File: config.mk
export PLATFORM = sky130hd
export DESIGN_NAME = interrupt_controller
export DESIGN_NICKNAME = d
export VERILOG_FILES = /design/src/rtl/interrupt_controller.sv
export SDC_FILE = /design/constraint.sdc
export NUM_CORES = 1
export LEC_CHECK = 0
export BUFFER_PORTS_ARGS = -buffer_cell sky130_fd_sc_hd__buf_2
export CAP_MARGIN = 10
export CORE_AREA = 2 2 39 41
export CTS_BUF_LIST = sky130_fd_sc_hd__clkbuf_4
export DETAILED_ROUTE_END_ITERATION = 8
export DIE_AREA = 0 0 41 43
export SLEW_MARGIN = 20
export SYNTH_ARGS = -nofsm -noshare
export SYNTH_HDL_FRONTEND = slang
export SYNTH_SLANG_ARGS = --single-unit
File: constraint.sdc
create_clock -name clk -period 1.6 [get_ports clk]
set_input_delay 0.16 -clock clk [delete_from_list [all_inputs] [get_ports clk]]
set_output_delay 0.16 -clock clk [all_outputs]
set_load 0.01 [all_outputs]
File: src/rtl/interrupt_controller.sv
// -----------------------------------------------------------------------------
// interrupt_controller
//
// Request-side partner of the decode-stage control unit. The external
// interrupt pin is synchronised and its rising edges are counted into a small
// pending queue. When the controller is idle, enabled, and the control unit is
// quiet, it raises `interrupt` for exactly one cycle per queued edge. It then
// follows the control unit's PUSH_FLAGS/PUSH_1 sequence and stays in the ISR
// until RETI completes, so interrupts never nest.
//
// Handshake with the control unit:
//   `interrupt` is a one-cycle request that the control unit always accepts in
//   the same cycle, because interrupt outranks RET/RETI/CALL. There is no
//   ready signal. The acknowledge is observed through `inter_state`:
//   PUSH_1 (2'b10) marks the end of the push sequence. `reti_done` closes the
//   service window, and is ignored unless the controller is in the ISR.
//
// Parameters:
//   SYNC_STAGES  flops in the int_pin synchroniser (must be >= 2)
//   MAX_PENDING  maximum number of queued, unissued edges
//
// Ports:
//   clk          processor clock, rising-edge active
//   rst          asynchronous active-high reset
//   int_pin      external interrupt line, asynchronous to clk
//   int_enable   global enable; when low, issue is blocked but edges still queue
//   cu_busy      control unit is mid-sequence (RET/RETI/CALL)
//   inter_state  control unit's registered interrupt state
//                (00 NO_INTERRUPT, 01 PUSH_FLAGS, 10 PUSH_1)
//   reti_done    one-cycle pulse as the RETI sequence completes
//   interrupt    one-cycle request to the control unit
//   in_isr       high from the end of the push sequence until reti_done
//   pending_cnt  queued, unissued edges
//   overflow     sticky; an edge arrived while the queue was full
//
// The FSM state is kept in the signal `state` so that checkers can bind to it:
//   ST_IDLE 0, ST_REQ 1, ST_PUSHING 2, ST_ISR 3.
// -----------------------------------------------------------------------------
module interrupt_controller #(
  parameter int SYNC_STAGES = 2,
  parameter int MAX_PENDING = 3,
  localparam int CNT_W = $clog2(MAX_PENDING + 1)
) (
  input  logic             clk,
  input  logic             rst,
  input  logic             int_pin,
  input  logic             int_enable,
  input  logic             cu_busy,
  input  logic [1:0]       inter_state,
  input  logic             reti_done,
  output logic             interrupt,
  output logic             in_isr,
  output logic [CNT_W-1:0] pending_cnt,
  output logic             overflow
);

  // FSM encoding
  localparam logic [1:0] ST_IDLE    = 2'd0;
  localparam logic [1:0] ST_REQ     = 2'd1;
  localparam logic [1:0] ST_PUSHING = 2'd2;
  localparam logic [1:0] ST_ISR     = 2'd3;

  // Control unit inter_state values this block reacts to
  localparam logic [1:0] IS_NO_INTERRUPT = 2'b00;
  localparam logic [1:0] IS_PUSH_1       = 2'b10;

  localparam logic [CNT_W-1:0] CNT_MAX  = CNT_W'(MAX_PENDING);
  localparam logic [CNT_W-1:0] CNT_ONE  = CNT_W'(1);
  localparam logic [CNT_W-1:0] CNT_ZERO = '0;

  // ---------------------------------------------------------------------------
  // Synchroniser and rising-edge detector
  // ---------------------------------------------------------------------------
  logic [SYNC_STAGES-1:0] sync_q;
  logic                   sync_last;
  logic                   prev_q;
  logic                   edge_det;

  always_ff @(posedge clk or posedge rst) begin
    if (rst) begin
      sync_q <= '0;
      prev_q <= 1'b0;
    end else begin
      sync_q <= {sync_q[SYNC_STAGES-2:0], int_pin};
      prev_q <= sync_last;
    end
  end

  assign sync_last = sync_q[SYNC_STAGES-1];

  // A pin held high yields one edge: prev_q catches up one cycle later.
  assign edge_det = sync_last & ~prev_q;

  // ---------------------------------------------------------------------------
  // FSM
  // ---------------------------------------------------------------------------
  logic [1:0] state;
  logic [1:0] state_next;
  logic       issue;

  // The request is only launched when the control unit is completely quiet.
  // Any in-flight RET/RETI/CALL or an unfinished push holds it off.
  assign issue = (state == ST_IDLE)
               & (pending_cnt != CNT_ZERO)
               & int_enable
               & ~cu_busy
               & (inter_state == IS_NO_INTERRUPT);

  always_comb begin
    state_next = state;
    case (state)
      ST_IDLE: begin
        if (issue) begin
          state_next = ST_REQ;
        end
      end
      // The control unit always takes the request in the REQ cycle.
      ST_REQ: begin
        state_next = ST_PUSHING;
      end
      ST_PUSHING: begin
        if (inter_state == IS_PUSH_1) begin
          state_next = ST_ISR;
        end
      end
      ST_ISR: begin
        if (reti_done) begin
          state_next = ST_IDLE;
        end
      end
      default: begin
        state_next = ST_IDLE;
      end
    endcase
  end

  // The outputs are registered from the next-state value, so each one is a
  // glitch-free flop that matches the state decode.
  always_ff @(posedge clk or posedge rst) begin
    if (rst) begin
      state     <= ST_IDLE;
      interrupt <= 1'b0;
      in_isr    <= 1'b0;
    end else begin
      state     <= state_next;
      interrupt <= (state_next == ST_REQ);
      in_isr    <= (state_next == ST_ISR);
    end
  end

  // ---------------------------------------------------------------------------
  // Pending-edge counter and sticky overflow
  // ---------------------------------------------------------------------------
  logic [CNT_W-1:0] cnt_next;
  logic             ovf_next;

  // If an edge and an issue land in the same cycle, they cancel. This is true
  // even at saturation, because the issue frees the slot the edge needs.
  // The issue condition requires pending_cnt != 0, so the decrement cannot
  // underflow.
  always_comb begin
    cnt_next = pending_cnt;
    ovf_next = overflow;
    if (edge_det && !issue) begin
      if (pending_cnt == CNT_MAX) begin
        ovf_next = 1'b1;
      end else begin
        cnt_next = pending_cnt + CNT_ONE;
      end
    end else if (!edge_det && issue) begin
      cnt_next = pending_cnt - CNT_ONE;
    end
  end

  always_ff @(posedge clk or posedge rst) begin
    if (rst) begin
      pending_cnt <= CNT_ZERO;
      overflow    <= 1'b0;
    end else begin
      pending_cnt <= cnt_next;
      overflow    <= ovf_next;
    end
  end

endmodule

==> results of run 1 <==
flip-flops by register name (all words and copies together), names as in the netlist:
register and cells:
in_isr 1, interrupt 1, overflow 1, pending_cnt 2, prev_q 1, state 2
sync_q 2
path summary, 6_finish.rpt:
kind	depth (start not counted)	to	startpoint	slack (ns)
setup / recovery	4	pending_cnt[0]	state[0]	0.42
hold / removal	3	state[1]	reti_done	0.21
setup reg to reg	4	pending_cnt[0]	state[0]	0.42
hold reg to reg	0	sync_q[1]	sync_q[0]	0.36
max in group asynchronous	3	prev_q	rst	0.93
min in group asynchronous	3	in_isr	rst	0.41
area by class of cell:
type / instances / area (µm²)
clock buffer: 3 / 22.5
clock inverter: 1 / 3.75
fill: 140 / 847
inverter: 2 / 7.51
multi-input combinational: 21 / 153
sequential: 10 / 250
tap: 16 / 20.0
timing repair buffer: 14 / 80.1
critical path: stages, from the launching register on:
cell and delay (ns):
dfrtp_1 0.40, nor2_1 0.20, nand2_2 0.13, and4b_1 0.20, a211oi_2 0.18
what timing repair did:
item | 4_1_cts | 5_1_grt
setup buffers | 0 | 0
hold buffers | 2 | 0
endpoints found under the hold margin | 11 | 0
metal layers:
layer	track usage, %	vias up	wire length (µm)
met1	13.4	155	304
met4	8.00	0	0
li1	-	150	-
met3	3.14	0	75
met5	0	-	0
met2	13.8	19	309
logic make-up after synthesis:
| family | Yosys count |
|---|---|
| simple gates | 14 |
| flops | 10 |
| compound gates | 6 |
| buf+inv | 2 |
| xor+xnor | 1 |
synth_stat cells:
| library cell | number |
|---|---|
| nand2_2 | 1 |
| dfrtp_1 | 10 |
| xor2_1 | 1 |
| and3_1 | 1 |
| nand3_1 | 1 |
| nor4b_4 | 1 |
| nor2b_1 | 2 |
| o21ai_0 | 1 |
| a21oi_1 | 2 |
| nor3_1 | 1 |
| or2_2 | 1 |
| and4b_1 | 1 |
| a41o_2 | 1 |
| nor3b_1 | 1 |
| o21a_1 | 1 |
| nor2_1 | 4 |
| a211oi_2 | 1 |
| inv_1 | 2 |
layout by cell type, fill, tap and decap left out:
cell type / n
nor3_1: 1
clkbuf_4: 3
nor4b_4: 1
and3_1: 1
nor3b_1: 1
o21ai_0: 1
o21a_1: 1
a21oi_1: 2
nor2b_1: 2
a41o_2: 1
a211oi_2: 1
nand2_2: 1
nor2_1: 4
clkinv_1: 1
dlygate4sd3_1: 2
and4b_1: 1
xor2_1: 1
inv_1: 2
dfrtp_1: 10
nand3_1: 1
buf_2: 12
or2_2: 1
power groups by stage:
stage               clock network, mW  logic, mW  registers, mW
floorplan                           0     0.0813          0.352
global placement                    0      0.141          0.345
detailed placement                  0      0.142          0.347
CTS                             0.183      0.147          0.342
global route                    0.199      0.162          0.349
finish                          0.176      0.144          0.343
==> impl_metrics.env, run 1 <==
export IMPL_synthMuxAreaShare_pct=0
export IMPL_grt_pass1_vias=274
export IMPL_viasPerCell=4.84
export IMPL_required_ns=1.79
export IMPL_cts_tree="yes"
export IMPL_setup_slack_ns=0.418
export IMPL_worst_setup_path_type="reg -> reg"
export IMPL_rows=14
export IMPL_grt_max_degree=11
export IMPL_p_leak_nw=0.251
export IMPL_gp_congestion=0.678
export IMPL_synthSimpleGateAreaFrac_pct=23.8
export IMPL_drv_cap=0
export IMPL_routed_wl_um=688
export IMPL_ioPinCount=13
export IMPL_dr_pass1_iters=4
export IMPL_postSynthCellCount=33
export IMPL_slew_headroom_pct=73.1
export IMPL_fin_crit_ns=1.18
export IMPL_yosys_area_top_type="dfrtp_1"
export IMPL_p_int_mw=0.461
export IMPL_power_density_nw_per_um2=1230
export IMPL_whs_ns=0.208
export IMPL_min_path_type="in -> reg"
export IMPL_drive_above_1_share_pct=39.2
export IMPL_synth_top_area_share_pct=61.0
export IMPL_start_kind="flip-flop"
export IMPL_antenna_left=0
export IMPL_clockPowerShare_pct=26.5
export IMPL_slew_violations=0
export IMPL_ctsLongestPathBuffers=2
export IMPL_synth_cell_area_um2=410
export IMPL_antennaDiodeCount=0
export IMPL_p_seq_share_pct=51.7
export IMPL_synth_nets=41
export IMPL_drt_iter0_drc=3
export IMPL_cp_end_kind="flip-flop"
export IMPL_status="finished, final reports clean"
export IMPL_grt_ovfl_total=0
export IMPL_synth_adder_area_share_pct=0
export IMPL_port_buffers=12
export IMPL_core_um2=1380
export IMPL_skew_ns=0.00178
export IMPL_synth_seq_cells=10
export IMPL_path_clk_slew_ns=0.06
export IMPL_cts_resized=0
export IMPL_synthXorXnorAreaFrac_pct=2.13
export IMPL_synth_top_family_by_area="simple AND/OR/NAND/NOR gates"
export IMPL_placedInstanceArea_um2=490
export IMPL_max_freq_mhz=846
export IMPL_die_area_um2=1760
export IMPL_pwr_share_comb_pct=21.8
export IMPL_die_w_um=41
export IMPL_grtUsageTotal_pct=10.4
export IMPL_ys_types=18
export IMPL_htreeDepth=1
export IMPL_routedWlPerCell_um=10.3
export IMPL_postSynthAreaPerCell_um2=12.4
export IMPL_vias=324
export IMPL_cts_root_buffer_cell="clkbuf_4"
export IMPL_fin_cells=67
export IMPL_fin_area_um2=537
export IMPL_p_sw_mw=0.202
export IMPL_fin_crit_sh_pct=73.9
export IMPL_syn2layout_area_growth_pct=30.8
export IMPL_grt_pass1_wl_um=1180
export IMPL_synth_compound_area_share_pct=11.3
export IMPL_antenna_found_initial=0
export IMPL_start_util_pct=29.7
export IMPL_synth_area_leaders="dfrtp_1 (61%), nor4b_4 (5.8%), nor2_1 (3.7%)"
export IMPL_utilization_pct=38.8
export IMPL_yosys_warnings=0
export IMPL_cts_made_buffers=3
export IMPL_clock_latency_ns=0.26
export IMPL_tightestPinTransition_ns=0.402
export IMPL_power_mw=0.663
export IMPL_setup_violations=0
export IMPL_nNetsFinal=60
export IMPL_place_inst=61
export IMPL_drc=0
export IMPL_p_sw_share_pct=30.4
export IMPL_dp_slack_ns=0.420
export IMPL_ys_seq_area_share_pct=61.0
export IMPL_critical_path_max_fanout=6
export IMPL_irDropWorstVdd_mv=0.365
export IMPL_hold_violations=0
export IMPL_fp_dieH_um=43
export IMPL_rsz0062_at_grt="false"
export IMPL_worstPathArrival_ns=1.37
export IMPL_finalSetupTns_ns=0
export IMPL_cts_num_sinks=10
export IMPL_dpl_hpwl_um=479
(Power assumes the default switching activity.)
==> inputs of run 2 (changes only) <==
==> constraint.sdc (replaced) <==
create_clock -name clk -period 1.2 [get_ports clk]
set_input_delay 0.12 -clock clk [delete_from_list [all_inputs] [get_ports clk]]
set_output_delay 0.12 -clock clk [all_outputs]
set_load 0.01 [all_outputs]
==> impl_metrics.env, run 2 (synthesis gave the netlist of run 1 again) <==
export IMPL_hold_violations=0
export IMPL_grt_pass1_vias=291
export IMPL_start_util_pct=29.7
export IMPL_crit_start="state[0]"
export IMPL_reg_top3="pending_cnt: 2 flops, state: 2 flops, sync_q: 2 flops"
export IMPL_rows=14
export IMPL_slew_violations=0
export IMPL_cts_tree="yes"
export IMPL_reg2reg_to="pending_cnt[0]"
export IMPL_gp_congestion=0.741
export IMPL_setup_violations=0
export IMPL_worstPathArrival_ns=1.30
export IMPL_syn2layout_area_growth_pct=32.3
export IMPL_grtUsageTotal_pct=10.4
export IMPL_worst_setup_path_type="reg -> reg"
export IMPL_antenna_found_initial=0
export IMPL_viasPerCell=4.63
export IMPL_endpoint="pending_cnt[0]"
export IMPL_port_buffers=12
export IMPL_grt_max_degree=11
export IMPL_ioPinCount=13
export IMPL_tightestPinTransition_ns=0.376
export IMPL_cp_end_kind="flip-flop"
export IMPL_nNetsFinal=61
export IMPL_dr_pass1_iters=2
export IMPL_die_area_um2=1760
export IMPL_max_freq_mhz=890
export IMPL_grt_pass1_wl_um=1180
export IMPL_start_kind="flip-flop"
export IMPL_r2r_start="state[0]"
export IMPL_finalSetupTns_ns=0
export IMPL_fp_dieH_um=43
export IMPL_power_density_nw_per_um2=1600
export IMPL_required_ns=1.37
export IMPL_routed_wl_um=677
export IMPL_rrSetupSlack_ns=0.08
export IMPL_routedWlPerCell_um=10.1
export IMPL_status="finished, final reports clean"
export IMPL_min_path_type="in -> reg"
export IMPL_layout_commonest_cell="buf_2"
export IMPL_drive_above_1_share_pct=43.1
export IMPL_path_clk_slew_ns=0.06
export IMPL_p_leak_nw=0.255
export IMPL_slew_headroom_pct=74.9
export IMPL_r2r_cells=4
export IMPL_rsz0062_at_grt="false"
export IMPL_drc=0
export IMPL_critical_path_max_fanout=4
export IMPL_fin_crit_ns=1.12
export IMPL_cts_num_sinks=10
export IMPL_core_um2=1380
export IMPL_skew_ns=0.000724
export IMPL_antenna_left=0
export IMPL_cts_made_buffers=3
export IMPL_drv_cap=0
export IMPL_vias=310
export IMPL_irDropWorstVdd_mv=0.839
export IMPL_grt_ovfl_total=0
export IMPL_final_cell_mix="buf_2 (12), dfrtp_1 (10), nor2_1 (3), clkbuf_4 (3)"
export IMPL_power_mw=0.869
export IMPL_ctsLongestPathBuffers=2
export IMPL_die_w_um=41
export IMPL_fin_crit_sh_pct=93.6
export IMPL_utilization_pct=39.2
export IMPL_clock_latency_ns=0.25
export IMPL_htreeDepth=1
export IMPL_drt_iter0_drc=2
export IMPL_antennaDiodeCount=0
export IMPL_cts_root_buffer_cell="clkbuf_4"
-- run 2: cell count changes in the layout (fill, tap and decap cells not counted) --
cell	previous run	this run
buf_4	0	1
clkinv_1	1	0
nor2_1	4	3
nor2_2	0	1
-- run 2: how the worst min path moves through the flow --
stage,from,endpoint,slack (ns),cells past startpoint
global placement,rst,interrupt,0.11,2
CTS,reti_done,state[1],0.17,3
detailed placement,rst,prev_q,0.11,2
floorplan,rst,in_isr,-0.04,1
finish,reti_done,state[1],0.18,3
global route,reti_done,state[1],0.19,3
-- run 2: metal layers --
layer	global-route usage [%]	part of all wire [%]	routed length (µm)
met1	13.7	47	320
met2	13.4	41	278
met3	4.71	10	70
met4	6.00	1.2	8
met5	0	0	0
-- run 2: cell type report --
cell class	count	area, µm²
clock buffer	3	22.5
tap	16	20.0
fill	138	841
timing repair buffer	15	87.6
sequential	10	250
inverter	2	7.51
multi-input combinational	21	155
-- run 2: worst max-delay path, stage by stage (launching register included) --
cell      delay (ns)
dfrtp_1         0.40
nor2_2          0.17
nand3_1         0.11
xor2_1          0.16
a211oi_2        0.21
-- run 2: report_power, final --
part           internal [mW]  switching [mW]  total, mW
logic                 0.0965           0.100      0.197
clock network          0.115          0.0979      0.213
registers              0.402          0.0578      0.460
-- run 2: per-stage QoR --
stage	instance area, µm²	hold WS, ns	worst slack [ns]	std cells
4_1_cts	541	0.174	0.00879	67
3_3_place_gp	498	0.110	0.0424	62
6_report	543	0.183	0.0762	67
2_1_floorplan	410	-0.0398	0.0994	33
3_5_place_dp	498	0.110	0.0250	62
5_1_grt	543	0.190	0.0175	67
-- run 2: timing repair --
action | CTS | global route
gates resized for setup | 0 | 1
setup buffers | 0 | 0
endpoints found under the setup margin | 0 | 2
hold buffers | 2 | 0
hold endpoints to repair | 11 | 0
==> inputs of run 3 (changes only) <==
--- a/config.mk
+++ b/config.mk
@@ -11,6 +11,7 @@
 export CTS_BUF_LIST = sky130_fd_sc_hd__clkbuf_4
 export DETAILED_ROUTE_END_ITERATION = 8
 export DIE_AREA = 0 0 41 43
+export PLACE_DENSITY_LB_ADDON = 0.3
 export SLEW_MARGIN = 20
 export SYNTH_ARGS = -nofsm -noshare
 export SYNTH_HDL_FRONTEND = slang
==> impl_metrics.env, run 3 (synthesis gave the netlist of run 1 again) <==
export IMPL_max_freq_mhz=883
export IMPL_setup_violations=0
export IMPL_die_w_um=41
export IMPL_rows=14
export IMPL_fin_crit_sh_pct=94.4
export IMPL_core_um2=1380
export IMPL_cts_tree="yes"
export IMPL_slowest_stage="dfrtp_1"
export IMPL_grt_ovfl_total=0
export IMPL_r2r_cells=3
export IMPL_rsz0062_at_grt="false"
export IMPL_tightestPinTransition_ns=0.371
export IMPL_placedInstanceArea_um2=498
export IMPL_grtUsageTotal_pct=10.2
export IMPL_cts_num_sinks=10
export IMPL_status="finished, final reports clean"
export IMPL_fin_cells=68
export IMPL_min_delay_start="reti_done"
export IMPL_fin_crit_ns=1.13
export IMPL_p_leak_nw=0.257
export IMPL_antenna_found_initial=0
export IMPL_vias=311
export IMPL_min_path_cells=3
export IMPL_clock_latency_ns=0.26
export IMPL_htreeDepth=1
export IMPL_die_area_um2=1760
export IMPL_ioPinCount=13
export IMPL_fp_dieH_um=43
export IMPL_drive_above_1_share_pct=42.3
export IMPL_path_cells="nor2b_1 > o21a_1 > or2_2"
export IMPL_r2r_start="state[0]"
export IMPL_worst_setup_path_type="reg -> reg"
export IMPL_utilization_pct=39.9
export IMPL_dr_pass1_iters=4
export IMPL_grt_pass1_wl_um=1170
export IMPL_critical_path_max_fanout=4
export IMPL_antennaDiodeCount=0
export IMPL_rrSetupSlack_ns=0.07
export IMPL_ctsLongestPathBuffers=2
export IMPL_antenna_left=0
export IMPL_cp_end_kind="flip-flop"
export IMPL_skew_ns=0.00469
export IMPL_drv_cap=0
export IMPL_cts_root_buffer_cell="clkbuf_4"
export IMPL_grt_pass1_vias=298
export IMPL_power_mw=0.906
export IMPL_syn2layout_area_growth_pct=34.5
export IMPL_finalSetupTns_ns=0
export IMPL_hold_end="state[1]"
export IMPL_slowest_delay_ns=0.42
export IMPL_start_kind="flip-flop"
export IMPL_min_path_type="in -> reg"
export IMPL_layout_commonest_cell="buf_2"
export IMPL_reg2reg_to="state[0]"
export IMPL_drt_iter0_drc=6
export IMPL_slew_violations=0
export IMPL_path_clk_slew_ns=0.06
export IMPL_place_inst=62
export IMPL_grt_max_degree=11
export IMPL_viasPerCell=4.57
export IMPL_worstPathArrival_ns=1.28
export IMPL_hold_violations=0
export IMPL_nFillCells=140
export IMPL_drc=0
export IMPL_required_ns=1.35
export IMPL_irDropWorstVdd_mv=0.638
export IMPL_start_util_pct=29.7
export IMPL_fin_area_um2=552
export IMPL_power_density_nw_per_um2=1640
export IMPL_routedWlPerCell_um=10.4
export IMPL_reg_top3="pending_cnt: 2 flops, state: 2 flops, sync_q: 2 flops"
export IMPL_port_buffers=12
export IMPL_dpl_hpwl_um=487
export IMPL_final_cell_mix="buf_2 (12), dfrtp_1 (10), nor2_1 (3), clkbuf_4 (3)"
export IMPL_routed_wl_um=710
export IMPL_gp_congestion=0.760
export IMPL_nNetsFinal=61
export IMPL_slew_headroom_pct=75.3
export IMPL_cts_made_buffers=3
==> run 3: cell count changes in the layout (fill, tap and decap cells not counted), sizes merged <==
cell and delta:
clkinv +1
==> run 3: final cells by class <==
| cell class | count | area (µm²) | area share, % |
|---|---|---|---|
| Tap cell | 16 | 20.0 | 3.63 |
| Multi-Input combinational cell | 21 | 160 | 29.0 |
| Sequential cell | 10 | 250 | 45.4 |
| Clock inverter | 1 | 3.75 | 0.680 |
| Inverter | 2 | 7.51 | 1.36 |
| Clock buffer | 3 | 22.5 | 4.08 |
| Timing Repair Buffer | 15 | 87.6 | 15.9 |
==> run 3: worst max-delay path by stage <==
| stage | cells past startpoint | start | end | slack (ns) |
|---|---|---|---|---|
| floorplan | 4 | state[1] | pending_cnt[0] | 0.1 |
| global placement | 4 | state[1] | pending_cnt[0] | 0.05 |
| detailed placement | 4 | state[1] | pending_cnt[0] | 0.009 |
| CTS | 4 | state[1] | pending_cnt[0] | 0.04 |
| global route | 4 | state[1] | pending_cnt[0] | 0.005 |
| finish | 3 | state[0] | state[0] | 0.07 |
==> run 3: per-layer routing <==
| metal | wire length [µm] | vias up | share of wire [%] | global-route usage, % |
|---|---|---|---|---|
| li1 | - | 153 | - | - |
| met1 | 340 | 144 | 48 | 12.8 |
| met2 | 307 | 12 | 43 | 13.8 |
| met3 | 57 | 2 | 8.0 | 3.14 |
| met4 | 4 | 0 | 0.56 | 8.00 |
| met5 | 0 | - | 0 | 0 |
==> run 3: critical path, delay by kind of cell, from the launching register on <==
kind | cells | cell delay (ns)
AND/OR/NAND/NOR | 2 | 0.42
flip-flops | 1 | 0.42
AO/OA/AOI/OAI | 1 | 0.19
==> run 3: metrics by stage <==
step	setup slack [ns]	hold slack, ns
detailed placement	0.00922	0.109
global placement	0.0493	0.109
finish	0.0669	0.175
floorplan	0.0994	-0.0398
global route	0.00465	0.183
CTS	0.0449	0.160
==> run 3: where the power goes <==
part | internal (mW) | leakage, nW | switching, mW
logic | 0.104 | 0.129 | 0.100
registers | 0.401 | 0.113 | 0.0673
clock network | 0.120 | 0.0154 | 0.113
==> run 3: repair_timing <==
item	in CTS	in global routing
gates resized for setup	1	1
setup endpoints to repair	1	1
hold buffers	2	0
setup buffers	0	0
hold endpoints to repair	11	0
